File: config.mk
export PLATFORM = sky130hd
export DESIGN_NAME = si_stream_arbiter
export DESIGN_NICKNAME = d
export VERILOG_FILES = /design/src/rtl/si_stream_arbiter.sv
export SDC_FILE = /design/constraint.sdc
export NUM_CORES = 1
export LEC_CHECK = 0
export CORE_AREA = 2 2 199 201
export DETAILED_ROUTE_END_ITERATION = 6
export DIE_AREA = 0 0 201 203
export PLACE_DENSITY = 0.55
export SLEW_MARGIN = 25
export SYNTH_ARGS = -nofsm -noshare
export SYNTH_HDL_FRONTEND = slang
export SYNTH_SLANG_ARGS = --single-unit
File: constraint.sdc
create_clock -name clk -period 4.9 [get_ports clk]
set_input_delay 0.98 -clock clk [delete_from_list [all_inputs] [get_ports clk]]
set_output_delay 0.98 -clock clk [all_outputs]
set_load 0.1 [all_outputs]
File: src/rtl/si_stream_arbiter.sv
// si_stream_arbiter: packet-granular round-robin merge of NUM_PORTS AXI4-Stream
// links into one registered output stream. A grant is held from the first word
// of a packet until its tlast handshake; each output word carries its source
// port in m_axis_tid and every forwarded packet bumps that port's counter.
module si_stream_arbiter #(
  parameter int NUM_PORTS  = 2,
  parameter int DATA_WIDTH = 128,
  parameter int KEEP_WIDTH = (DATA_WIDTH + 7) / 8,
  parameter int ID_WIDTH   = (NUM_PORTS > 2) ? 2 : 1
) (
  input  logic                             clk,
  input  logic                             rst_n,
  input  logic [NUM_PORTS-1:0]             port_enable,
  input  logic [NUM_PORTS-1:0]             s_axis_tvalid,
  output logic [NUM_PORTS-1:0]             s_axis_tready,
  input  logic [NUM_PORTS*DATA_WIDTH-1:0]  s_axis_tdata,
  input  logic [NUM_PORTS*KEEP_WIDTH-1:0]  s_axis_tkeep,
  input  logic [NUM_PORTS-1:0]             s_axis_tlast,
  output logic                             m_axis_tvalid,
  input  logic                             m_axis_tready,
  output logic [DATA_WIDTH-1:0]            m_axis_tdata,
  output logic [KEEP_WIDTH-1:0]            m_axis_tkeep,
  output logic                             m_axis_tlast,
  output logic [ID_WIDTH-1:0]              m_axis_tid,
  output logic [NUM_PORTS*32-1:0]          pkt_count,
  output logic                             busy
);

  // The datapath is only qualified for 128-bit words.
  if (DATA_WIDTH != 128) begin : g_bad_width
    $error("si_stream_arbiter: DATA_WIDTH must be 128");
  end

  typedef enum logic [0:0] {IDLE, LOCKED} state_t;

  state_t                  state_q, state_d;
  logic [ID_WIDTH-1:0]     grant_q, grant_d;
  logic [ID_WIDTH-1:0]     rr_ptr_q;
  logic [NUM_PORTS-1:0]    req;

  logic                    sel_valid;
  logic                    sel_last;
  logic [DATA_WIDTH-1:0]   sel_data;
  logic [KEEP_WIDTH-1:0]   sel_keep;
  logic                    out_free;
  logic                    in_hs;
  logic                    pkt_done;

  logic                    vld_p1;
  logic [DATA_WIDTH-1:0]   data_p1;
  logic [KEEP_WIDTH-1:0]   keep_p1;
  logic                    last_p1;
  logic [ID_WIDTH-1:0]     tid_p1;

  assign req      = s_axis_tvalid & port_enable;
  assign out_free = ~vld_p1 | m_axis_tready;
  assign in_hs    = (state_q == LOCKED) && sel_valid && out_free;
  assign pkt_done = in_hs && sel_last;

  // Route the granted port's stream onto the shared input bus.
  always_comb begin
    sel_valid = 1'b0;
    sel_last  = 1'b0;
    sel_data  = '0;
    sel_keep  = '0;
    for (int i = 0; i < NUM_PORTS; i++) begin
      if (grant_q == ID_WIDTH'(i)) begin
        sel_valid = s_axis_tvalid[i];
        sel_last  = s_axis_tlast[i];
        sel_data  = s_axis_tdata[i*DATA_WIDTH +: DATA_WIDTH];
        sel_keep  = s_axis_tkeep[i*KEEP_WIDTH +: KEEP_WIDTH];
      end
    end
  end

  // Only the granted port sees ready, and only while LOCKED; IDLE is the bubble.
  always_comb begin
    s_axis_tready = '0;
    for (int i = 0; i < NUM_PORTS; i++) begin
      if ((state_q == LOCKED) && (grant_q == ID_WIDTH'(i))) begin
        s_axis_tready[i] = out_free;
      end
    end
  end

  // Next state: round-robin search from rr_ptr in IDLE, release on tlast in LOCKED.
  always_comb begin
    logic              found;
    int                idx_i;
    logic [ID_WIDTH-1:0] idx;
    state_d = state_q;
    grant_d = grant_q;
    found   = 1'b0;
    idx_i   = 0;
    idx     = '0;
    case (state_q)
      IDLE: begin
        for (int k = 0; k < NUM_PORTS; k++) begin
          idx_i = int'(rr_ptr_q) + k;
          if (idx_i >= NUM_PORTS) idx_i = idx_i - NUM_PORTS;
          idx = ID_WIDTH'(idx_i);
          if (!found && req[idx]) begin
            found   = 1'b1;
            grant_d = idx;
          end
        end
        if (found) state_d = LOCKED;
      end
      LOCKED: begin
        if (pkt_done) state_d = IDLE;
      end
      default: state_d = IDLE;
    endcase
  end

  // FSM state, grant and round-robin pointer.
  always_ff @(posedge clk or negedge rst_n) begin
    if (!rst_n) begin
      state_q  <= IDLE;
      grant_q  <= '0;
      rr_ptr_q <= '0;
    end else begin
      state_q <= state_d;
      grant_q <= grant_d;
      if (pkt_done) begin
        rr_ptr_q <= (grant_q == ID_WIDTH'(NUM_PORTS - 1)) ? '0 : grant_q + 1'b1;
      end
    end
  end

  // ---- stage p1: output register, loads on input handshake, drains on output handshake
  always_ff @(posedge clk or negedge rst_n) begin
    if (!rst_n) begin
      vld_p1  <= 1'b0;
      data_p1 <= '0;
      keep_p1 <= '0;
      last_p1 <= 1'b0;
      tid_p1  <= '0;
    end else if (in_hs) begin
      vld_p1  <= 1'b1;
      data_p1 <= sel_data;
      keep_p1 <= sel_keep;
      last_p1 <= sel_last;
      tid_p1  <= grant_q;
    end else if (m_axis_tready) begin
      vld_p1  <= 1'b0;
    end
  end

  // Per-port forwarded-packet counters, wrapping silently.
  for (genvar p = 0; p < NUM_PORTS; p++) begin : g_cnt
    logic [31:0] cnt_q;
    always_ff @(posedge clk or negedge rst_n) begin
      if (!rst_n) begin
        cnt_q <= '0;
      end else if (pkt_done && (grant_q == ID_WIDTH'(p))) begin
        cnt_q <= cnt_q + 32'd1;
      end
    end
    assign pkt_count[p*32 +: 32] = cnt_q;
  end

  assign m_axis_tvalid = vld_p1;
  assign m_axis_tdata  = data_p1;
  assign m_axis_tkeep  = keep_p1;
  assign m_axis_tlast  = last_p1;
  assign m_axis_tid    = tid_p1;
  assign busy          = (state_q == LOCKED);

endmodule

Yosys cells after proc, flatten, opt, wreduce, memory -nomap -nowiden:

Cells that the tools add are included.

* register bits: 214
* input bits: 297
* output and inout port bits: 214
* logic and storage cells: 63

* multiplexer cells: 26
* add/sub/neg operators: 6
* bitwise operators: 5
* order comparisons: 4
* reductions and logical operators: 12

Operator list (count)
* 128-bit two-way mux: 1
* 32-bit by 1-bit adder with 32-bit output (second input constant): 2
* 1-bit two-way mux: 23
* 16-bit two-way mux: 1
* 1-bit logical AND: 8
* 1-bit by 2-bit < comparator with 1-bit output (second input constant): 2
* 2-bit nonzero test: 2
* 1-bit inverter: 3
* 1-bit by 1-bit adder with 2-bit output (second input constant): 1
* 2-bit AND: 1
* 1-bit by 2-bit greater-or-equal comparator with 1-bit output (second input constant): 1
* 2-bit greater-or-equal comparator (second input constant): 1
* 1-bit one-hot mux with 2 select lines: 1
* 2-bit AND reduction: 1
* 1-bit subtractor (second input constant): 2
* 1-bit adder (second input constant): 1
* 1-bit logical NOT: 1
* 1-bit OR: 1

Depth between registers and ports, before layout:

* depth in word-level cells: 13
* gate-level depth with buffers: 8
* depth with buffers taken out: 6

Worst setup path before layout:

OpenSTA, ideal clock, no wires.

* kind: reg2out
* start: register state_q (netlist: busy)
* end: output s_axis_tready[0]
* data required time: 3920 ps
* cell stages (with the launch flop): 4
* path buffers: 1
* arrival: 2595 ps
* slack: 1325 ps
* path through: dfrtp_1 -> clkbuf_1 -> nand2_1 -> nor2_1

* longest elaborated chain between the ends: 2

RTL lines
* from (decl): line 36 `state_t state_q, state_d;`
* from (signal assigned): line 123 `state_q <= state_d;`
* 1-bit logical AND: line 80 `if ((state_q == LOCKED) && (grant_q == ID_WIDTH'(i))) begin`
* 1-bit two-way mux: line 80
* to (decl): line 15 `output logic [NUM_PORTS-1:0] s_axis_tready,`

No other way between the ends.

Worst setup path after layout:

* start: register state_q (netlist: busy)
* end: output busy

RTL lines
* to (decl): line 26 `output logic busy`

No word-level cell between the ends.

==> out/qor.csv <==
stage,metric,value,unit
route,post-DR vias/cell,4.31,
layout,nets@finish,1702,
route,routed length per instance,17.3,um
cts,Root Driver,clkbuf_16,
placed_design,Final HPWL DP,25700,um
cts,CTS buffer count,25,
sta,unrepaired setup endpoints after global routing,no,
route,Routed WL,33500,um
critical_path,Worst path top cell family by delay,buffers and inverters,
layout,Largest register FFs,128,
power_and_ir_drop,switching power share of the total,0.573,
cts,Post-CTS Setup Inserts,0,
sta,WHS,0.475,ns
sta,max-slew violation count,0,
floorplan,Chip Height,203,um
layout,fill cell count,3796,
global_routing,total track usage,0.160,
critical_path,crit path max-delay cell type,clkdlybuf4s50_1,
floorplan,Placeable Area,38500,um2
cts,clock tree from TritonCTS,done,
synthesis,Syn Nets,1208,
synthesis,"area leader, netlist",dfrtp_1,
status,outcome,completed,
critical_path,crit end category,output port,
sta,# setup viols final,0,
power_and_ir_drop,clock network fraction of total power,0.142,
synthesis,Async SR Flop Fraction,1.00,
run,Max Cap Viol,0,
critical_path,CP Data Required Time,3.92,ns
route,Post-route DRC,0,
global_routing,first-pass GRT wire length,51600,um
sta,slew margin rel.,0.263,
power_and_ir_drop,P_sw,0.00728,W
cts,maximum root-to-sink buffer count,3,
placed_design,Final GP Congestion,0.795,
route,initial drt markers,241,
synthesis,Mapped Cells,909,
global_routing,pin count of the biggest net entering global routing,111,
sta,crit path time final,3.48,ns
floorplan,row count,72,
critical_path,Critical Path Start Type,flop,
synthesis,top post-synthesis cells by count,"dfrtp_1, nand2_1, mux2i_1, o21ai_0, xnor2_1",
hold_path,min-delay worst type,reg -> reg,
synthesis,number of synthesized flops with an enable pin,0,
cts,clock-pin slew on the worst setup and hold paths,0.06,ns
synthesis,synthesized area per cell,10.6,um2
synthesis,Area contributors post-synth,"dfrtp_1, mux2i_1, o21ai_0, nand2_1, xnor2_1",
cts,# resized after CTS,0,
global_routing,vias in the first global route,8709,
critical_path,Slowest Stage Delay on Critical Path,1.29,ns
critical_path,Crit Path Max Fanout,14,
power_and_ir_drop,Power Density,789,nW/um2
critical_path,"Arr. time, crit path",2.50,ns
sta,Max Fclk,287,MHz
synthesis,post-synthesis register bit count,214,
power_and_ir_drop,Flop pwr share,0.228,
critical_path,Worst Setup Path Type,reg -> out,
synthesis,yosys warns,0,
synthesis,"Top FF cell, synth",dfrtp_1,
synthesis,most numerous cell in the Yosys netlist,dfrtp_1,
floorplan,Initial Util,0.251,
power_and_ir_drop,worst vdd ir,0.424,mV
placed_design,# port buffers,510,
layout,Layout area overhead,66.9,%
cts,H-tree levels,1,
floorplan,Die W,201,um
critical_path,worst path bufs/invs,1,
power_and_ir_drop,Internal Power,0.00542,W
synthesis,proportion of netlist area held by the largest area contributor,0.555,
sta,final period utilization,0.710,
sta,Worst Max-Slew Pin Slew,1.10,ns
placed_design,dpl ws,1.58,ns
sta,final worst slack,1.42,ns
synthesis,post-synthesis sequential area ratio,0.555,
power_and_ir_drop,leak pwr,7.02,nW
cts,CTS sink cnt,214,
synthesis,post-synthesis cell type count,34,
sta,Fin. Hold Viols,0,
layout,share of layout cells above drive strength 1,0.0430,
power_and_ir_drop,Gate power share,0.630,
cts,worst skew pair latency,0.52,ns
global_routing,Overflow after GRT,0,
sta,skew final,0.0156,ns
synthesis,Synth Cell Area,9640,um2
floorplan,die area,40800,um2
critical_path,"critical path, cell by cell",clkdlybuf4s50_1,
route,via count,8351,
global_routing,initial antenna violation count,0,
route,DRT antenna net count,0,
route,DRT Pass-1 Iters,4,
floorplan,I/O pin cnt,511,
sta,setup TNS,0,ns
layout,diodes inserted,0,
cts,Hold Buf Count CTS,0,
-- power groups by stage --
stage          Sequential [W]  Combinational, W  Clock [W]
6_report              0.00289           0.00800    0.00180
5_1_grt               0.00300           0.00835    0.00194
3_5_place_dp          0.00292           0.00807          0
2_1_floorplan         0.00724           0.00158          0
4_1_cts               0.00290           0.00807    0.00187
3_3_place_gp          0.00291           0.00806          0
-- final timing paths --
path | startpoint | to | slack [ns] | depth (start not counted)
max reg2reg | grant_q | m_axis_tdata[39] | 2.22 | 4
max in group asynchronous | rst_n | m_axis_tdata[50] | 3.27 | 2
min in group asynchronous | rst_n | g_cnt[0].cnt_q[25] | 0.55 | 1
max | busy | busy | 1.42 | 1
min | m_axis_tdata[45] | m_axis_tdata[45] | 0.47 | 2
min reg2reg | m_axis_tdata[45] | m_axis_tdata[45] | 0.47 | 2
-- layout by cell type, fill, tap and decap left out, types with 13 or more instances in the layout --
cell / netlist / layout
and3_1: 13 / 13
clkbuf_16: 0 / 25
clkdlybuf4s50_1: 0 / 504
dfrtp_1: 214 / 213
mux2i_1: 145 / 145
nand2_1: 177 / 177
nand3_1: 26 / 25
nor2_1: 19 / 19
o21ai_0: 145 / 145
xnor2_1: 40 / 40
xor2_1: 22 / 22
-- per-stage QoR --
| stage | cell area, um2 | instances | utilization | power, W |
|---|---|---|---|---|
| floorplan | 9640 | 909 | - | 0.00882 |
| global placement | 15300 | 1893 | 0.397 | 0.0110 |
| detailed placement | 15300 | 1893 | 0.397 | 0.0110 |
| CTS | 16100 | 1935 | 0.418 | 0.0128 |
| global route | 16100 | 1936 | 0.418 | 0.0133 |
| finish | 16100 | 1936 | 0.418 | 0.0127 |
-- metal layers --
layer / routed length (um) / global-route usage
met5: 0 / 0
met4: 674 / 0.0378
met3: 2440 / 0.0425
met2: 16500 / 0.282
met1: 13900 / 0.195
-- cell type report --
cell class / count / area, um2 / share of cell area
repair buffers: 519 / 5220 / 0.324
clock buffers: 40 / 782 / 0.0486
multi-input cells: 641 / 4070 / 0.253
inverters: 2 / 7.51 / 0.000466
flip-flops and latches: 214 / 5360 / 0.333
well taps: 518 / 648 / 0.0403
clock inverters: 2 / 13.8 / 0.000855
-- kinds of logic (layout without fill, tap and decap cells) --
kind of cell	count (synthesis)	count (layout)	synth area share
AND/OR/NAND/NOR	280	280	0.130
buffers and inverters	54	563	0.0237
AO/OA/AOI/OAI	149	149	0.0779
adder cells (fa/ha/maj)	2	2	0.00259
multiplexers	148	148	0.154
XOR/XNOR	62	62	0.0563
flip-flops	214	214	0.555
Power figures use the tool's default switching activity.
